**config.mk**
```make
export PLATFORM = sky130hd
export DESIGN_NAME = seq_detector_param
export DESIGN_NICKNAME = d
export VERILOG_FILES = /design/src/rtl/seq_detector_param.sv
export SDC_FILE = /design/constraint.sdc
export NUM_CORES = 1
export LEC_CHECK = 0
export BUFFER_PORTS_ARGS = -buffer_cell sky130_fd_sc_hd__buf_2
export CAP_MARGIN = 20
export CORE_AREA = 8 8 45 47
export CTS_BUF_LIST = sky130_fd_sc_hd__clkbuf_4 sky130_fd_sc_hd__clkbuf_8
export DETAILED_ROUTE_END_ITERATION = 12
export DIE_AREA = 0 0 53 55
export MAX_ROUTING_LAYER = met4
export PLACE_DENSITY = 0.68
export SYNTH_ARGS = -nofsm -noshare
export SYNTH_HDL_FRONTEND = slang
export SYNTH_SLANG_ARGS = --single-unit
```
**constraint.sdc**
```tcl
create_clock -name Clock -period 1.4 [get_ports Clock]
set_input_delay 0.28 -clock Clock [delete_from_list [all_inputs] [get_ports Clock]]
set_output_delay 0.28 -clock Clock [all_outputs]
set_load 0.02 [all_outputs]
```
**src/rtl/seq_detector_param.sv**
```systemverilog
// ============================================================================
// Module   : seq_detector_param
// Purpose  : Parametrised Mealy serial sequence detector. Matches a LEN-bit
//            PATTERN on serial input w using a KMP-style automaton. On a
//            mismatch the detector falls back to the longest pattern prefix
//            that is still live, instead of going back to idle. Adds a sample
//            enable and a saturating match counter with synchronous clear.
// Ports    : Clock   - rising-edge clock
//            Resetn  - asynchronous active-low reset
//            En      - sample enable (w is consumed only when En=1)
//            w       - serial data bit
//            Clear   - synchronous clear of count (FSM unaffected)
//            z       - Mealy match flag (combinational)
//            count   - saturating match count, CNT_W bits
//            state   - matched-prefix length, for debug
//            z_q     - z registered (only with SEQ_DET_REG_OUT_EN)
// Options  : `define SEQ_DET_REG_OUT_EN adds the registered match output z_q.
// Revision : 1.0 - initial release
// ============================================================================
`default_nettype none

module seq_detector_param #(
  parameter int              LEN     = 4,
  parameter logic [LEN-1:0]  PATTERN = 4'b1101,
  parameter bit              OVERLAP = 1'b1,
  parameter int              CNT_W   = 8
) (
  input  logic                                Clock,
  input  logic                                Resetn,
  input  logic                                En,
  input  logic                                w,
  input  logic                                Clear,
  output logic                                z,
  output logic [CNT_W-1:0]                    count,
`ifdef SEQ_DET_REG_OUT_EN
  output logic                                z_q,
`endif
  output logic [((LEN > 1) ? $clog2(LEN) : 1)-1:0] state
);

  localparam int SW = (LEN > 1) ? $clog2(LEN) : 1;
  // All 2^SW state codes get a table entry; codes >= LEN map to 0.
  localparam int NS = 1 << SW;

  localparam logic [SW-1:0]    LAST_S  = SW'(LEN - 1);
  localparam logic [CNT_W-1:0] CNT_MAX = '1;

  // Next-state table, entry index = {S, w}. Built once at elaboration.
  // For matched prefix of length s followed by bit b, the candidate string is
  // P = PATTERN[LEN-1 -: s] , b. The next state is the longest k such that the
  // first k pattern bits equal the last k bits of P. k is capped at LEN-1,
  // which makes a full match fall back to the longest proper border of the
  // pattern (overlapping behaviour); non-overlapping mode forces 0 instead.
  function automatic logic [2*NS*SW-1:0] build_tbl();
    logic [2*NS*SW-1:0] t;
    logic [16:0]        p;
    int                 best;
    logic               ok;
    t = '0;
    for (int s = 0; s < LEN; s++) begin
      for (int b = 0; b < 2; b++) begin
        p = '0;
        for (int i = 0; i < LEN; i++) begin
          if (i < s)
            p[i] = PATTERN[LEN-1-i];
          else if (i == s)
            p[i] = b[0];
        end
        best = 0;
        for (int k = 1; k < LEN; k++) begin
          if (k <= s + 1) begin
            ok = 1'b1;
            for (int i = 0; i < LEN; i++) begin
              if (i < k) begin
                if (PATTERN[LEN-1-i] != p[s+1-k+i])
                  ok = 1'b0;
              end
            end
            if (ok)
              best = k;
          end
        end
        if ((s == LEN - 1) && (b[0] == PATTERN[0]) && !OVERLAP)
          best = 0;
        t[(s*2+b)*SW +: SW] = SW'(best);
      end
    end
    return t;
  endfunction

  localparam logic [2*NS*SW-1:0] NXT_TBL = build_tbl();

  logic [SW-1:0]    state_q;
  logic [SW-1:0]    state_d;
  logic [CNT_W-1:0] count_q;
  logic [CNT_W-1:0] count_d;
  logic [SW:0]      tbl_idx;

  assign tbl_idx = {state_q, w};

  // Gated by Resetn so z is low for the whole reset interval.
  assign z = Resetn & En & (state_q == LAST_S) & (w == PATTERN[0]);

  always_comb begin
    state_d = state_q;
    if (En)
      state_d = NXT_TBL[tbl_idx*SW +: SW];
  end

  always_comb begin
    count_d = count_q;
    if (Clear)
      count_d = '0;
    else if (z && (count_q != CNT_MAX))
      count_d = count_q + 1'b1;
  end

  always_ff @(posedge Clock or negedge Resetn) begin
    if (!Resetn) begin
      state_q <= '0;
      count_q <= '0;
    end else begin
      state_q <= state_d;
      count_q <= count_d;
    end
  end

  assign state = state_q;
  assign count = count_q;

`ifdef SEQ_DET_REG_OUT_EN
  logic zreg_q;

  always_ff @(posedge Clock or negedge Resetn) begin
    if (!Resetn)
      zreg_q <= 1'b0;
    else
      zreg_q <= z;
  end

  assign z_q = zreg_q;
`endif

endmodule

`default_nettype wire

```
; Yosys cells after proc, flatten, opt, wreduce, memory -nomap -nowiden
; Cells that the tools add are included.
[classes]
add_sub_neg = 1
n_eq_ne = 2
shifts = 1
mux = 2
bitwise = 3
n_reduce_logical = 2
[op_table]
columns = op, n
row1 = $mux 8, 2
row2 = $shiftx 16x5->2 const A, 1
row3 = $add 8x1->8 const B, 1
row4 = $ne 8x8->1 const B, 1
row5 = $and 1x1->1, 3
row6 = $eq 2x2->1 const B, 1
row7 = $reduce_bool 2->1, 1
row8 = $logic_and 1x1->1, 1
[word_totals]
ff_bits = 10
out_inout_bits = 11
elab_cells = 13

; Logic depth before layout (Yosys ltp)
; Gate-level depths: netlist (run 1).
[logic_depth]
word_depth = 6
mapped_depth = 5

; Least setup slack after synthesis (run 1)
; OpenSTA, ideal clock, no wires.
[synth_path]
kind = reg-to-reg
startpoint = register count_q[0], in the netlist count[0]
endpoint = register count_q[3], in the netlist count[3]
setup_time_ps = 78
arrival_ps = 1540
t_required_ps = 1322
slack_ps = -217
stages_incl_launch_ff = 6
path_buffers = 0
period_less_slack_ps = 1617
path_cell_list = dfrtp_1 ha_1 nand4_1 o211ai_4 or3_1 a21oi_1
[synth_between]
elab_chain_len = 3
[synth_lines]
columns = item, line_no
row1 = start: declaration, 95  ; logic [CNT_W-1:0] count_q;
row2 = start signal: assignment, 124  ; count_q <= count_d;
row3 = $add 8x1->8 or $ne 8x8->1 (tied branches), "115, 114"
row4 = $mux 8 or $logic_and 1x1->1 (tied branches), 114  ; else if (z && (count_q != CNT_MAX))
row5 = $mux 8 or $reduce_bool 2->1 (tied branches), --
; Parallel ways exist; a longest one is shown, timed or not. The select of a mux whose other input is x is not followed.
; A chain may end at the register's enable or synchronous reset.

; Worst setup path after layout (run 1)
[layout_path]
startpoint = register count_q[1], in the netlist count[1]
endpoint = register count_q[7], in the netlist count[7]
; Same word-level chain as after synthesis.

==> out/qor.csv, run 1 <==
stage,metric,value,unit
sta,Final Setup Violations,7,
floorplan,full die area,0.00292,mm2
finish,share of layout cells above drive strength 1,50.5,%
global_routing,largest net degree at the start of global routing,11,
critical_path,CP top delay family,flip-flops,
status,failing checks,setup timing,
global_routing,global-route wire length before repair,2.42,mm
placement,Placed Area,763,um2
sta,fmax,680,MHz
floorplan,core area,0.00138,mm2
clocking,cts bufs inserted,3,
critical_path,Most Frequent Cell on Critical Path,buf_4,
pwr,P per Cell Area,1030,mW/mm2
min_path,WHS Path Cells,2,
sta,final hold violation count,0,
pwr,proportion of power drawn by flip-flops and latches,38.5,%
pwr,Combinational Power Share,31.0,%
critical_path,Reg-to-Reg End,count[7],
pwr,Peak VDD IR,0.000668,V
critical_path,Worst path slowest cell,dfrtp_2,
synthesis,mean post-synth cell area,9.73,um2
clocking,root buf cell,clkbuf_4,
placement,DP Wirelength,1.13,mm
placement,port buffer count,15,
synthesis,Yosys warnings,0,
critical_path,Reg2Reg Depth,6,
pwr,switching power,280,uW
floorplan,Starting Density,40.8,%
clocking,Clock Tree Buf Depth,2,
synthesis,ranking of synthesized cells by area,"dfrtp_1 (44%), ha_1 (6.7%), a21oi_1 (5.3%)",
global_routing,GR Overflow Total,0,
finish,number of diodes,0,
synthesis,post-synthesis sequential area ratio,44.3,%
pwr,Pint,607,uW
synthesis,leading area contributor after synthesis,dfrtp_1,
min_path,Hold EP,count[5],
critical_path,CP Cell Sequence,"ha_4, nand4_1, buf_4, buf_4, a21oi_1, mux2_2",
sta,Worst-Margin Slew,262,ps
finish,Final Instance Area,861,um2
sta,minimum hold slack,285,ps
status,status,finished with violations,
floorplan,row count,14,
critical_path,"Buf+Inv Stages, Crit Path",2,
sta,final worst path period share,105,%
critical_path,startpoint types,flip-flop,
sta,min Tclk post-route,1470,ps
finish,fin nets,102,
placement,pre-CTS setup slack,-32.4,ps
clocking,"Clk pin slew, worst setup/hold paths",70,ps
floorplan,die span in x,53,um
global_routing,vias in the first global route,556,
pwr,Clk pwr share,30.5,%
floorplan,# IOs,16,
sta,Fin Clk Skew,1.89,ps
min_path,hold crit path type,in2reg,
critical_path,"slowest stage delay, CP",430,ps
route,DR vias,577,
sta,Slew Limit Headroom,82.4,%
route,Via-to-Cell Ratio,5.29,
sta,Slew Limit Fails,0,
finish,area grow syn2layout,52.6,%
clocking,clock sink count,10,
placement,Final Wtd Congestion,0.766,
floorplan,die height,55,um
synthesis,Yosys reg bits,10,
critical_path,CP endpoint kind,flip-flop,
route,# DRC,0,
route,drt pass-1 iters,2,
min_path,hold path start,Clear,
route,Routed Antenna Nets,0,
synthesis,Syn Inst Count,58,
sta,final setup margin,-70.3,ps
clocking,H-tree level count,1,
synthesis,Yosys top cell area share,44.3,%
critical_path,crit path kind,reg2reg,
critical_path,FF-to-FF setup slack,-70,ps
synthesis,syn nets,66,
route,DR WL/cell,14.8,um
sta,RSZ-0062 raised after global routing,yes,
global_routing,GRT Util Overall,12.0,%
sta,Setup TNS,-212,ps
clocking,CTS tree,yes,
critical_path,critical path required time,1560,ps
critical_path,arrival time at the worst endpoint,1630,ps
critical_path,reg-to-reg startpoint,count[1],
clocking,latest clock arrival within the worst-skew pair,270,ps
route,Initial DRC Count,14,
pwr,switching share of power,31.6,%
critical_path,cell count along the critical path,6,
pwr,Pleak,0.000429,uW
run,max-cap violations,0,
route,final WL,1.61,mm
global_routing,initial antenna violation count,0,
synthesis,Yosys cell types,23,
critical_path,crit path max fanout,4,
synthesis,area of the mapped netlist,564,um2
==> how the worst max path moves through the flow <==
stage,from,end,slack [ps]
floorplan,count[0],count[1],-40
global placement,count[0],count[3],9
detailed placement,count[1],count[3],-30
CTS,count[1],count[3],-20
global route,count[1],count[7],-160
finish,count[1],count[7],-70
==> synth_stat cells <==
cell        n
dfrtp_1    10
a21oi_1     6
nor2_1      6
nand3_1     4
ha_1        3
inv_1       3
nand2_1     3
nor3_1      3
mux2i_1     2
nor2b_1     2
o21ai_0     2
or3_1       2
xor2_1      2
a311oi_1    1
a41oi_1     1
and3_1      1
and3_2      1
and4_4      1
buf_1       1
mux2_2      1
nand4_1     1
o2111ai_1   1
o211ai_4    1
==> worst register-to-register path, delay by kind of cell, from the launching register on <==
kind,cells,cell delay [ps]
flip-flops,1,430
AND/OR/NAND/NOR,1,180
AO/OA/AOI/OAI,1,60
multiplexers,1,260
buffers and inverters,2,250
adder cells (fa/ha/maj),1,160
==> flip-flops by register name (all words and copies together) (netlist names) <==
signal and cells:
state 2, count 8
==> kinds of logic after synthesis <==
| family | Yosys count | synth area share, % |
|---|---|---|
| AO/OA/AOI/OAI | 12 | 15.5 |
| buffers and inverters | 4 | 2.66 |
| AND/OR/NAND/NOR | 24 | 22.2 |
| multiplexers | 3 | 5.54 |
| flip-flops | 10 | 44.3 |
| XOR/XNOR | 2 | 3.10 |
| adder cells (fa/ha/maj) | 3 | 6.65 |
==> layout make-up <==
type	count	area, um2
repair buffers	32	211
fillers	123	523
flip-flops and latches	10	255
inverters	3	13.8
multi-input cells	44	324
clock buffers	4	36.3
well taps	16	20.0
==> per-layer routing <==
metal	track usage [%]	up-vias	routed length, um
met1	12.7	273	710
met3	3.21	7	71
met5	-	-	0
li1	-	283	-
met2	17.6	14	761
met4	11.6	0	68
==> stage by stage <==
step | cells | util (%) | total power [uW]
after floorplan | 58 | - | 483
after global placement | 99 | 55.2 | 589
after detailed placement | 99 | 55.2 | 602
after CTS | 107 | 60.9 | 894
after global routing | 109 | 62.2 | 932
final | 109 | 62.2 | 887
==> placed cells by master (no fill, tap or decap), types with 3 or more instances in the layout <==
cell type / instances
a21oi_1: 6
buf_2: 14
buf_4: 16
clkbuf_4: 3
dfrtp_1: 6
dfrtp_2: 4
nand3_1: 4
nor2_1: 6
==> power groups by stage <==
| stage | clock [uW] | sequential, uW | combinational (uW) |
|---|---|---|---|
| 4_1_cts | 281 | 342 | 271 |
| 6_report | 270 | 342 | 275 |
| 2_1_floorplan | 0 | 399 | 84.6 |
| 3_5_place_dp | 0 | 347 | 255 |
| 3_3_place_gp | 0 | 344 | 246 |
| 5_1_grt | 285 | 344 | 303 |
==> timing repair <==
action                     CTS  global route
hold buffers                 1             0
setup endpoints to repair    5             8
pin swaps                    4             3
setup buffers                3             2
hold endpoints to repair    10             0
gates resized for setup      4             1
gates cloned                 0             0
No activity file was read; power rests on OpenSTA's default activity.
==> run 2: changes to the inputs <==
--- a/config.mk
+++ b/config.mk
@@ -5,7 +5,7 @@
 export SDC_FILE = /design/constraint.sdc
 export NUM_CORES = 1
 export LEC_CHECK = 0
-export BUFFER_PORTS_ARGS = -buffer_cell sky130_fd_sc_hd__buf_2
+export BUFFER_PORTS_ARGS = -buffer_cell sky130_fd_sc_hd__buf_4
 export CAP_MARGIN = 20
 export CORE_AREA = 8 8 45 47
 export CTS_BUF_LIST = sky130_fd_sc_hd__clkbuf_4 sky130_fd_sc_hd__clkbuf_8
==> out/qor.csv, run 2 (synthesis gave the netlist of run 1 again) <==
stage,metric,value,unit
min_path,WHS Path Cells,2,
clocking,root buf cell,clkbuf_4,
sta,minimum hold slack,247,ps
floorplan,core area,0.00138,mm2
floorplan,# IOs,16,
clocking,"Clk pin slew, worst setup/hold paths",70,ps
critical_path,crit path kind,reg2reg,
finish,share of layout cells above drive strength 1,56.4,%
pwr,Clk pwr share,29.4,%
route,Routed Antenna Nets,0,
route,Via-to-Cell Ratio,5.10,
critical_path,critical path required time,1600,ps
finish,fin nets,103,
critical_path,CP endpoint kind,flip-flop,
global_routing,largest net degree at the start of global routing,11,
pwr,P per Cell Area,961,mW/mm2
clocking,cts bufs inserted,3,
pwr,switching power,282,uW
global_routing,GR Overflow Total,0,
critical_path,arrival time at the worst endpoint,1670,ps
min_path,hold crit path type,in2reg,
route,DR WL/cell,15.2,um
route,# DRC,0,
floorplan,Starting Density,40.8,%
critical_path,startpoint types,flip-flop,
sta,fmax,681,MHz
pwr,Pleak,0.000449,uW
clocking,CTS tree,yes,
sta,final worst path period share,105,%
critical_path,crit path max fanout,5,
sta,Fin Clk Skew,0.487,ps
floorplan,full die area,0.00292,mm2
finish,max reg flops,8,
pwr,proportion of power drawn by flip-flops and latches,36.8,%
global_routing,vias in the first global route,559,
route,M1 WL,725,um
placement,port buffer count,15,
clocking,latest clock arrival within the worst-skew pair,270,ps
pwr,switching share of power,30.8,%
finish,area grow syn2layout,69.0,%
global_routing,GRT Util Overall,12.6,%
placement,Placed Area,801,um2
route,highest routed metal layer,met4,
clocking,H-tree level count,1,
route,Initial DRC Count,8,
floorplan,row count,14,
route,met2 wire length,829,um
global_routing,global-route wire length before repair,2.58,mm
finish,"most common cell after layout, fill and taps aside",buf_4,
status,failing checks,setup timing,
floorplan,die span in x,53,um
pwr,Pint,634,uW
sta,RSZ-0062 raised after global routing,yes,
finish,"commonest non-fill, non-tap cells in the layout","buf_4 (27), dfrtp_1 (6), a21oi_1 (5), nor2_1 (5), buf_6 (5)",
sta,min Tclk post-route,1470,ps
route,drt pass-1 iters,4,
clocking,Clock Tree Buf Depth,2,
run,max-cap violations,0,
finish,Final Instance Area,953,um2
finish,number of diodes,0,
placement,Final Wtd Congestion,0.785,
sta,Worst-Margin Slew,265,ps
sta,Final Setup Violations,4,
finish,post-layout util,68.9,%
route,final WL,1.67,mm
pwr,Peak VDD IR,0.000912,V
route,DR vias,561,
global_routing,initial antenna violation count,0,
floorplan,die height,55,um
sta,final setup margin,-68.6,ps
sta,final hold violation count,0,
sta,Slew Limit Headroom,82.2,%
status,status,finished with violations,
route,met3 routed WL,88,um
placement,DP Wirelength,1.09,mm
clocking,clock sink count,10,
critical_path,Reg2Reg Depth,5,
pwr,Combinational Power Share,33.8,%
sta,Slew Limit Fails,0,
[run 2: cell count changes in the layout (fill, tap and decap cells not counted), moves of 2 or more]
cell / delta
buf_2: -14
buf_4: +11
buf_6: +4
o21ai_0: -2
[run 2: path summary, 6_finish.rpt]
check / startpoint / slack [ps] / to
max in group asynchronous: Resetn / 780 / count[0]
worst max register to register: count[1] / -70 / count[3]
worst max-delay path: count[1] / -70 / count[3]
min in group asynchronous: Resetn / 470 / count[7]
worst min-delay path: Clear / 250 / count[3]
worst min register to register: state[1] / 630 / state[1]
[run 2: final cells by class]
type / instances / area, um2
repair buffers: 33 / 269
clock buffers: 4 / 36.3
well taps: 16 / 20.0
fillers: 97 / 430
multi-input cells: 44 / 359
inverters: 3 / 13.8
flip-flops and latches: 10 / 255
[run 2: what timing repair did]
| item | CTS | global route |
|---|---|---|
| pin swaps | 3 | 7 |
| hold endpoints to repair | 10 | 0 |
| resized for setup | 7 | 10 |
| endpoints found under the setup margin | 5 | 9 |
| buffers inserted | 3 | 3 |
| hold buffers | 1 | 0 |
[run 2: metrics by stage]
stage	setup WS (ps)	setup TNS, ps	total power (uW)	cells
6_report	-68.6	-128	916	110
5_1_grt	-124	-530	962	110
4_1_cts	-44.0	-48.1	910	107
3_5_place_dp	-74.4	-105	620	99
3_3_place_gp	1.75	0	612	99
2_1_floorplan	-43.2	-125	483	58
[run 2: power groups by stage]
stage                     Combinational, uW  Clock (uW)  Sequential (uW)
after floorplan                        84.6           0              399
after global placement                  270           0              343
after detailed placement                276           0              344
after CTS                               295         276              338
after global routing                    334         287              341
final                                   310         269              337
[run 2: worst max-delay path, cell delays in order (launching register included)]
cell	delay (ps)
dfrtp_2	430
ha_4	160
nand4_1	150
o211ai_4	140
or3_4	360
a21oi_4	150
[run 2: layer usage]
layer  track usage (%)  vias up
met5                 -        -
met4              7.33        0
met1              14.7      261
li1                  -      281
met3              4.28        4
met2              18.4       15
